`src/rtl/scoreboard_pkg.sv`:
```
// Shared pipeline constants for the register scoreboard.
//   SB_NUM_REGS  number of architectural registers tracked
//   SB_ROW_W     width of each writeback timing row (bit k = writeback in k cycles)
//   SB_ADDR_W    register address width
//   SB_LAT_W     width of the issue latency field
//   SB_LAT_MIN / SB_LAT_MAX  legal issue latency bounds
//   lat_legal()  true when a latency value lies within the legal bounds
package scoreboard_pkg;

  localparam int SB_NUM_REGS = 32;
  localparam int SB_ROW_W    = 5;
  localparam int SB_ADDR_W   = 5;
  localparam int SB_LAT_W    = 3;

  localparam logic [SB_LAT_W-1:0] SB_LAT_MIN = 3'd1;
  localparam logic [SB_LAT_W-1:0] SB_LAT_MAX = 3'd4;

  function automatic logic lat_legal(input logic [SB_LAT_W-1:0] lat);
    return (lat >= SB_LAT_MIN) && (lat <= SB_LAT_MAX);
  endfunction

endpackage

```
`src/rtl/scoreboard_if.sv`:
```
// Scoreboard bus: issue-stage and decode-stage lookups, issue allocation,
// writeback completion and the writeback collision column.
//   slave  - the scoreboard (takes addresses/requests, returns lookups)
//   master - the pipeline driving it
interface scoreboard_if;
  import scoreboard_pkg::*;

  // issue-stage source lookups
  logic [SB_ADDR_W-1:0]   iss_addr_a, iss_addr_b;
  logic                   iss_ass_pending_a, iss_ass_pending_b;
  logic [SB_ROW_W-1:0]    iss_ass_row_a, iss_ass_row_b;
  // decode-stage source and destination lookups
  logic [SB_ADDR_W-1:0]   id_ass_addr_a, id_ass_addr_b, id_waw_addr;
  logic                   id_ass_pending_a, id_ass_pending_b;
  logic [SB_ROW_W-1:0]    id_ass_row_a, id_ass_row_b;
  logic                   id_ass_waw_write_pending;
  logic [SB_ROW_W-1:0]    id_ass_waw_write_row;
  // issue allocation
  logic                   iss_ass_writereg;
  logic [SB_ADDR_W-1:0]   iss_ass_writeaddr;
  logic [SB_LAT_W-1:0]    iss_latency;
  logic                   iss_stalled;
  logic [SB_NUM_REGS-1:0] sb_haz_column;
  // writeback completion
  logic                   wb_writereg;
  logic [SB_ADDR_W-1:0]   wb_writeaddr;

  modport slave (
    input  iss_addr_a, iss_addr_b, id_ass_addr_a, id_ass_addr_b, id_waw_addr,
           iss_ass_writereg, iss_ass_writeaddr, iss_latency, iss_stalled,
           wb_writereg, wb_writeaddr,
    output iss_ass_pending_a, iss_ass_pending_b, iss_ass_row_a, iss_ass_row_b,
           id_ass_pending_a, id_ass_pending_b, id_ass_row_a, id_ass_row_b,
           id_ass_waw_write_pending, id_ass_waw_write_row, sb_haz_column
  );

  modport master (
    output iss_addr_a, iss_addr_b, id_ass_addr_a, id_ass_addr_b, id_waw_addr,
           iss_ass_writereg, iss_ass_writeaddr, iss_latency, iss_stalled,
           wb_writereg, wb_writeaddr,
    input  iss_ass_pending_a, iss_ass_pending_b, iss_ass_row_a, iss_ass_row_b,
           id_ass_pending_a, id_ass_pending_b, id_ass_row_a, id_ass_row_b,
           id_ass_waw_write_pending, id_ass_waw_write_row, sb_haz_column
  );

endinterface

```
`src/rtl/scoreboard_entry.sv`:
```
// One scoreboard entry: pending flag plus writeback timing row.
//   clock, reset  rising-edge clock, synchronous active-high reset
//   alloc         load pending=1, row=1<<latency (wins over wb_clr)
//   wb_clr        clear pending; row keeps shifting
//   latency       issue latency used on allocation
//   pending, row  current entry state
module scoreboard_entry
  import scoreboard_pkg::*;
#(
  parameter int ROW_W = SB_ROW_W
) (
  input  logic                clock,
  input  logic                reset,
  input  logic                alloc,
  input  logic                wb_clr,
  input  logic [SB_LAT_W-1:0] latency,
  output logic                pending,
  output logic [ROW_W-1:0]    row
);

  logic             pending_q, pending_d;
  logic [ROW_W-1:0] row_q, row_d;

  // NOTE: every always_comb output gets a default first, so no path can infer a latch.
  always_comb begin
    pending_d = pending_q;
    row_d     = row_q >> 1;
    if (wb_clr) pending_d = 1'b0;
    // Allocation is applied last so it overrides a same-cycle writeback.
    if (alloc) begin
      pending_d = 1'b1;
      row_d     = ROW_W'(1) << latency;
    end
  end

  // NOTE: state is updated with non-blocking assignments only; all entries are
  // reset because pending and row are architecturally visible, not scratch storage.
  always_ff @(posedge clock) begin
    if (reset) begin
      pending_q <= 1'b0;
      row_q     <= '0;
    end else begin
      pending_q <= pending_d;
      row_q     <= row_d;
    end
  end

  assign pending = pending_q;
  assign row     = row_q;

endmodule

```
`src/rtl/scoreboard.sv`:
```
// Register scoreboard: tracks in-flight register writes and when each result
// reaches writeback. Five independent combinational read ports, one issue
// allocation port, one writeback clear port and a collision column that flags
// every register whose result lands in writeback after iss_latency cycles.
//   clock, reset  rising-edge clock, synchronous active-high reset
//   sb            scoreboard_if.slave bus (lookups, allocation, writeback)
// NUM_REGS and ROW_W must match the widths the interface takes from the package.
module scoreboard
  import scoreboard_pkg::*;
#(
  parameter int NUM_REGS = SB_NUM_REGS,
  parameter int ROW_W    = SB_ROW_W
) (
  input  logic               clock,
  input  logic               reset,
  scoreboard_if.slave        sb
);

  logic [NUM_REGS-1:0]            pend;
  logic [NUM_REGS-1:0][ROW_W-1:0] rows;
  logic                           alloc_ok;

  // Illegal latencies (0, 5..7) and register 0 never allocate.
  assign alloc_ok = sb.iss_ass_writereg && !sb.iss_stalled &&
                    (sb.iss_ass_writeaddr != '0) && lat_legal(sb.iss_latency);

  // Register 0 is hard-wired empty.
  assign pend[0] = 1'b0;
  assign rows[0] = '0;

  for (genvar r = 1; r < NUM_REGS; r++) begin : g_entry
    scoreboard_entry #(.ROW_W(ROW_W)) u_entry (
      .clock   (clock),
      .reset   (reset),
      .alloc   (alloc_ok && (sb.iss_ass_writeaddr == SB_ADDR_W'(r))),
      .wb_clr  (sb.wb_writereg && (sb.wb_writeaddr == SB_ADDR_W'(r))),
      .latency (sb.iss_latency),
      .pending (pend[r]),
      .row     (rows[r])
    );
  end

  // Read ports: plain muxes over current state.
  assign sb.iss_ass_pending_a        = pend[sb.iss_addr_a];
  assign sb.iss_ass_row_a            = rows[sb.iss_addr_a];
  assign sb.iss_ass_pending_b        = pend[sb.iss_addr_b];
  assign sb.iss_ass_row_b            = rows[sb.iss_addr_b];
  assign sb.id_ass_pending_a         = pend[sb.id_ass_addr_a];
  assign sb.id_ass_row_a             = rows[sb.id_ass_addr_a];
  assign sb.id_ass_pending_b         = pend[sb.id_ass_addr_b];
  assign sb.id_ass_row_b             = rows[sb.id_ass_addr_b];
  assign sb.id_ass_waw_write_pending = pend[sb.id_waw_addr];
  assign sb.id_ass_waw_write_row     = rows[sb.id_waw_addr];

  // Column slice of the timing rows at the issuing instruction's latency.
  always_comb begin
    sb.sb_haz_column = '0;
    if (lat_legal(sb.iss_latency)) begin
      for (int r = 0; r < NUM_REGS; r++) begin
        sb.sb_haz_column[r] = rows[r][sb.iss_latency];
      end
    end
  end

endmodule

```
`src/flat_wrapper.sv`:
```
// flat-port wrapper written by rule: the top's interface ports become plain ports
module scoreboard_flat import scoreboard_pkg::*;
#(
  parameter int NUM_REGS = SB_NUM_REGS,
  parameter int ROW_W    = SB_ROW_W
)
  (clock, reset, sb_iss_addr_a, sb_iss_addr_b, sb_id_ass_addr_a, sb_id_ass_addr_b, sb_id_waw_addr, sb_iss_ass_writereg, sb_iss_ass_writeaddr, sb_iss_latency, sb_iss_stalled, sb_wb_writereg, sb_wb_writeaddr, sb_iss_ass_pending_a, sb_iss_ass_pending_b, sb_iss_ass_row_a, sb_iss_ass_row_b, sb_id_ass_pending_a, sb_id_ass_pending_b, sb_id_ass_row_a, sb_id_ass_row_b, sb_id_ass_waw_write_pending, sb_id_ass_waw_write_row, sb_sb_haz_column);
  scoreboard_if sb_i ();
  input  logic clock;
  input  logic reset;
  input wire logic [$bits(sb_i.iss_addr_a)-1:0] sb_iss_addr_a;
  input wire logic [$bits(sb_i.iss_addr_b)-1:0] sb_iss_addr_b;
  input wire logic [$bits(sb_i.id_ass_addr_a)-1:0] sb_id_ass_addr_a;
  input wire logic [$bits(sb_i.id_ass_addr_b)-1:0] sb_id_ass_addr_b;
  input wire logic [$bits(sb_i.id_waw_addr)-1:0] sb_id_waw_addr;
  input wire logic [$bits(sb_i.iss_ass_writereg)-1:0] sb_iss_ass_writereg;
  input wire logic [$bits(sb_i.iss_ass_writeaddr)-1:0] sb_iss_ass_writeaddr;
  input wire logic [$bits(sb_i.iss_latency)-1:0] sb_iss_latency;
  input wire logic [$bits(sb_i.iss_stalled)-1:0] sb_iss_stalled;
  input wire logic [$bits(sb_i.wb_writereg)-1:0] sb_wb_writereg;
  input wire logic [$bits(sb_i.wb_writeaddr)-1:0] sb_wb_writeaddr;
  output wire logic [$bits(sb_i.iss_ass_pending_a)-1:0] sb_iss_ass_pending_a;
  output wire logic [$bits(sb_i.iss_ass_pending_b)-1:0] sb_iss_ass_pending_b;
  output wire logic [$bits(sb_i.iss_ass_row_a)-1:0] sb_iss_ass_row_a;
  output wire logic [$bits(sb_i.iss_ass_row_b)-1:0] sb_iss_ass_row_b;
  output wire logic [$bits(sb_i.id_ass_pending_a)-1:0] sb_id_ass_pending_a;
  output wire logic [$bits(sb_i.id_ass_pending_b)-1:0] sb_id_ass_pending_b;
  output wire logic [$bits(sb_i.id_ass_row_a)-1:0] sb_id_ass_row_a;
  output wire logic [$bits(sb_i.id_ass_row_b)-1:0] sb_id_ass_row_b;
  output wire logic [$bits(sb_i.id_ass_waw_write_pending)-1:0] sb_id_ass_waw_write_pending;
  output wire logic [$bits(sb_i.id_ass_waw_write_row)-1:0] sb_id_ass_waw_write_row;
  output wire logic [$bits(sb_i.sb_haz_column)-1:0] sb_sb_haz_column;
  assign sb_i.iss_addr_a = sb_iss_addr_a;
  assign sb_i.iss_addr_b = sb_iss_addr_b;
  assign sb_i.id_ass_addr_a = sb_id_ass_addr_a;
  assign sb_i.id_ass_addr_b = sb_id_ass_addr_b;
  assign sb_i.id_waw_addr = sb_id_waw_addr;
  assign sb_i.iss_ass_writereg = sb_iss_ass_writereg;
  assign sb_i.iss_ass_writeaddr = sb_iss_ass_writeaddr;
  assign sb_i.iss_latency = sb_iss_latency;
  assign sb_i.iss_stalled = sb_iss_stalled;
  assign sb_i.wb_writereg = sb_wb_writereg;
  assign sb_i.wb_writeaddr = sb_wb_writeaddr;
  assign sb_iss_ass_pending_a = sb_i.iss_ass_pending_a;
  assign sb_iss_ass_pending_b = sb_i.iss_ass_pending_b;
  assign sb_iss_ass_row_a = sb_i.iss_ass_row_a;
  assign sb_iss_ass_row_b = sb_i.iss_ass_row_b;
  assign sb_id_ass_pending_a = sb_i.id_ass_pending_a;
  assign sb_id_ass_pending_b = sb_i.id_ass_pending_b;
  assign sb_id_ass_row_a = sb_i.id_ass_row_a;
  assign sb_id_ass_row_b = sb_i.id_ass_row_b;
  assign sb_id_ass_waw_write_pending = sb_i.id_ass_waw_write_pending;
  assign sb_id_ass_waw_write_row = sb_i.id_ass_waw_write_row;
  assign sb_sb_haz_column = sb_i.sb_haz_column;
  scoreboard #(.NUM_REGS(NUM_REGS), .ROW_W(ROW_W)) u_core (.clock(clock), .reset(reset), .sb(sb_i));
endmodule
```
`config.mk`:
```
export PLATFORM = sky130hd
export DESIGN_NAME = scoreboard_flat
export DESIGN_NICKNAME = d
export VERILOG_FILES = /design/src/rtl/scoreboard_pkg.sv /design/src/rtl/scoreboard_if.sv /design/src/rtl/scoreboard_entry.sv /design/src/rtl/scoreboard.sv /design/src/flat_wrapper.sv
export SDC_FILE = /design/constraint.sdc
export NUM_CORES = 1
export LEC_CHECK = 0
export CORE_MARGIN = 2
export CORE_UTILIZATION = 50
export DETAILED_ROUTE_END_ITERATION = 12
export PLACE_DENSITY = 0.74
export REMOVE_ABC_BUFFERS = 1
export SYNTH_ARGS = -nofsm -noshare
export SYNTH_HDL_FRONTEND = slang
export SYNTH_SLANG_ARGS = --single-unit
```
`constraint.sdc`:
```
create_clock -name clock -period 2 [get_ports clock]
set_input_delay 0.2 -clock clock [delete_from_list [all_inputs] [get_ports clock]]
set_output_delay 0.2 -clock clock [all_outputs]
set_load 0.05 [all_outputs]
```
==> results of run 1 <==
[power by group through the flow]
stage          clock network, W  logic, W  registers, W
3_5_place_dp                  0   0.00169       0.00380
2_1_floorplan                 0  0.000557       0.00379
3_3_place_gp                  0   0.00168       0.00380
6_report                0.00360   0.00185       0.00370
5_1_grt                 0.00373   0.00188       0.00370
4_1_cts                 0.00358   0.00177       0.00370
[timing repair]
item / in CTS / in global routing
hold buffers: 0 / 0
setup buffers: 7 / 0
setup endpoints to repair: 108 / 51
pin swaps: 51 / 19
hold endpoints to repair: 0 / 0
gates resized for setup: 187 / 73
[layout by cell type (no fill, tap or decap), types with 24 or more instances in the layout]
cell | Yosys | layout
sky130_fd_sc_hd__a21oi_1 | 31 | 31
sky130_fd_sc_hd__a22o_1 | 65 | 56
sky130_fd_sc_hd__a22oi_1 | 55 | 52
sky130_fd_sc_hd__a31oi_1 | 24 | 24
sky130_fd_sc_hd__and2_1 | 36 | 34
sky130_fd_sc_hd__and3b_1 | 31 | 31
sky130_fd_sc_hd__buf_12 | 0 | 90
sky130_fd_sc_hd__buf_4 | 12 | 233
sky130_fd_sc_hd__clkdlybuf4s50_1 | 0 | 26
sky130_fd_sc_hd__dfxtp_1 | 186 | 117
sky130_fd_sc_hd__dfxtp_2 | 0 | 60
sky130_fd_sc_hd__mux2_2 | 84 | 84
sky130_fd_sc_hd__mux2i_1 | 125 | 123
sky130_fd_sc_hd__mux4_2 | 180 | 180
sky130_fd_sc_hd__nand2_1 | 68 | 68
sky130_fd_sc_hd__nand2b_1 | 72 | 69
sky130_fd_sc_hd__nor2_1 | 40 | 39
sky130_fd_sc_hd__nor2b_1 | 59 | 52
sky130_fd_sc_hd__o21ai_0 | 164 | 110
sky130_fd_sc_hd__o21ai_1 | 0 | 34
sky130_fd_sc_hd__o221a_2 | 24 | 24
[layer usage]
metal  global-route usage  vias up  part of all wire
li1                     -     6272                 -
met2                0.620     1371              0.44
met4                0.241        0             0.069
met3                0.115      278              0.13
met1                0.556     7538              0.37
met5                    0        -                 0
[worst paths after layout]
kind / startpoint / end / slack (ns) / cells after the start
max: u_core.g_entry[31].u_entry.row[2] / sb_iss_ass_row_a[2] / -0.40 / 6
min: reset / u_core.g_entry[4].u_entry.pending / 0.17 / 2
max reg2reg: u_core.g_entry[31].u_entry.row[2] / u_core.g_entry[31].u_entry.row[1] / 1.04 / 4
min reg2reg: u_core.g_entry[25].u_entry.pending / u_core.g_entry[25].u_entry.pending / 0.52 / 2
[flip-flops by register name, indices dropped and copies added (netlist names)]
name                            cells
u_core.g_entry.u_entry.row        155
u_core.g_entry.u_entry.pending     31
[area by class of cell]
| type | count | area (um^2) | share of cell area |
|---|---|---|---|
| multi-input combinational | 1125 | 11500 | 0.561 |
| timing repair buffer | 377 | 4090 | 0.199 |
| sequential | 186 | 3830 | 0.186 |
| tap | 396 | 495 | 0.0241 |
| clock buffer | 17 | 425 | 0.0207 |
| clock inverter | 15 | 176 | 0.00858 |
| inverter | 2 | 7.51 | 0.000365 |
[critical path, cell delays in order (launching register included)]
cell	delay (ns)
sky130_fd_sc_hd__dfxtp_4	0.38
sky130_fd_sc_hd__mux4_2	0.54
sky130_fd_sc_hd__a22o_1	0.25
sky130_fd_sc_hd__o21ai_1	0.17
sky130_fd_sc_hd__buf_4	0.15
sky130_fd_sc_hd__o31ai_4	0.08
sky130_fd_sc_hd__buf_12	0.17
[metrics by stage]
stage	total power (W)	setup TNS, ns	hold WS [ns]	utilization
2_1_floorplan	0.00435	-33.21	0.269	-
6_report	0.00914	-10.26	0.175	0.678
4_1_cts	0.00904	-9.65	0.156	0.670
5_1_grt	0.00931	-10.80	0.181	0.678
3_3_place_gp	0.00548	-84.43	0.504	0.633
3_5_place_dp	0.00549	-91.11	0.502	0.633
[logic make-up after synthesis]
| group | synth area share |
|---|---|
| muxes | 0.408 |
| other | 0.000245 |
| DFF | 0.243 |
| AOI/OAI and AO/OA | 0.191 |
| buffers and inverters | 0.0400 |
| and+or+nand+nor | 0.117 |
==> impl_summary.log, run 1 <==
[metrics] Final ANT Viol Nets: 0
[metrics] count of vias placed by the detailed router: 15500
[metrics] effective utilization at floorplan: 0.504
[metrics] clock buffer depth: 2
[metrics] clk_skew: between 0.01 and 0.015 ns
[metrics] Total Die Area: 32000 um^2
[metrics] WL per Instance: between 30 and 40 um
[metrics] number of clock sinks seen by CTS: around 190
[metrics] net switching power figure: 0.00288 W
[metrics] share of flip-flops with an asynchronous set or reset: 0
[metrics] DRT Pass-1 Iters: 9
[metrics] number of synthesized flops with an enable pin: 0
[metrics] Setup Crit Path Kind: flop to output port
[metrics] top cells by instance count after synthesis: sky130_fd_sc_hd__dfxtp_1 (186), sky130_fd_sc_hd__mux4_2 (180), sky130_fd_sc_hd__o21ai_0 (164), sky130_fd_sc_hd__mux2i_1 (125), sky130_fd_sc_hd__mux2_2 (84)
[metrics] Max-Cap Viols: 0
[metrics] clock period minus worst slack: ~2.4 ns
[metrics] standard cell core area: 30300 um^2
[metrics] count of state elements after synthesis: 186
[metrics] Final Non-Filler Cells: 2118
[metrics] switching portion of total power: 0.315
[metrics] count of buffers from port buffering: 103
[metrics] internal portion of total power: 0.00626 W
[metrics] drt first-iter violations: approximately 2700
[metrics] count of fill cells added during filler insertion: between 2000 and 2500
[metrics] sequential share of power: 0.404
[metrics] main area contributors after synthesis: sky130_fd_sc_hd__mux4_2 (26%), sky130_fd_sc_hd__dfxtp_1 (24%), sky130_fd_sc_hd__mux2i_1 (8.2%), sky130_fd_sc_hd__mux2_2 (6.2%), sky130_fd_sc_hd__o21ai_0 (5.4%)
[metrics] synth-to-layout area growth: 34.4%
[metrics] Vias/cell: 7.30
[metrics] placement row count: 64
[metrics] Critical Path Source Type: flop
[metrics] worst skew pair latency: ~0.47 ns
[metrics] residual overflow from global routing: 0
[metrics] post-detailed-placement cell area: 19200 um^2
[metrics] data required time at the worst endpoint: 1.80 ns
[metrics] run status: finished, violations left
[metrics] setup repair after global routing missed its margin: yes
[metrics] post-route cell area: 20600 um^2
[metrics] number of instances in the synthesized netlist: approximately 1500
[metrics] number of distinct library cells after synthesis: 38
[metrics] number of global-route vias before repair: 14700
[metrics] cell at the root of the clock tree: sky130_fd_sc_hd__clkbuf_16
[metrics] setup slack after placement: -0.703 ns
[metrics] total of endpoints with negative setup slack in the final report: 30
[metrics] warnings from Yosys: 0
[metrics] final net count: between 1500 and 2000
[metrics] P per Cell Area: 444 nW/um^2
[metrics] final-report hold violation count: 0
[metrics] LEAKAGE: 7.98 nW
[metrics] portion of total power attributed to the clock network: 0.394
[metrics] count of H-tree levels built during CTS: 4
[metrics] pin count of the biggest net entering global routing: 77
[metrics] post-synth top area cell: sky130_fd_sc_hd__mux4_2
[metrics] DP HPWL: 49300 um
[metrics] antenna violations before repair: 0
[metrics] width of the die: approximately 180 um
[metrics] biggest fanout along the worst timing path: 6
[metrics] logic gate share of total power: 0.202
[metrics] DRC viols: 0
[metrics] violations in the final reports: setup timing
[metrics] period utilisation layout: 1.20
[metrics] diode insertion count for antenna repair: 0
[metrics] post-synth top area share: 0.265
[metrics] worst voltage drop across the vdd grid: around 680 uV
[metrics] sequential cell area fraction in the yosys report: 0.243
[metrics] slew at the pin closest to its max-slew limit: 0.613 ns
[metrics] Max-slew headroom: 0.590
[metrics] critical path data arrival time: 2.20 ns
[metrics] dominant register cell in the synthesized netlist: sky130_fd_sc_hd__dfxtp_1
[metrics] Reg clk slew, reported paths: 0.08 ns
[metrics] Die Y: 179 um
[metrics] total length of routed wires: 66400 um
[metrics] critical path capture point type: output port
[metrics] layout cells sized above 1: 0.480
[metrics] clock buffers created by TritonCTS: 17
[metrics] synthesized area: 15300 um^2
[metrics] number of top-level pins: about 110
[metrics] all-layer global routing usage: 0.421
[metrics] type of the most critical hold path: primary input to flop
[metrics] post-synthesis area per instance: 10.5 um^2
[metrics] placed instance count: 2086
[metrics] CTS tree: yes
[metrics] gpl congestion: 1.05
[metrics] slack of the critical path: -0.400 ns
[metrics] maximum clock rate: between 0.4 and 0.5 GHz
[metrics] final max-slew violation count: 0
[metrics] global-route wire length before repair: 97500 um
[metrics] most instantiated library cell after synthesis: sky130_fd_sc_hd__dfxtp_1
Note: power is estimated with default switching activity, not from simulation.
==> run 2, diff against run 1 <==
--- a/config.mk
+++ b/config.mk
@@ -10,6 +10,7 @@
 export DETAILED_ROUTE_END_ITERATION = 12
 export PLACE_DENSITY = 0.74
 export REMOVE_ABC_BUFFERS = 1
+export SLEW_MARGIN = 0
 export SYNTH_ARGS = -nofsm -noshare
 export SYNTH_HDL_FRONTEND = slang
 export SYNTH_SLANG_ARGS = --single-unit
==> results of run 2 <==
Final layout, timing and power as in run 1 (identical DEF).
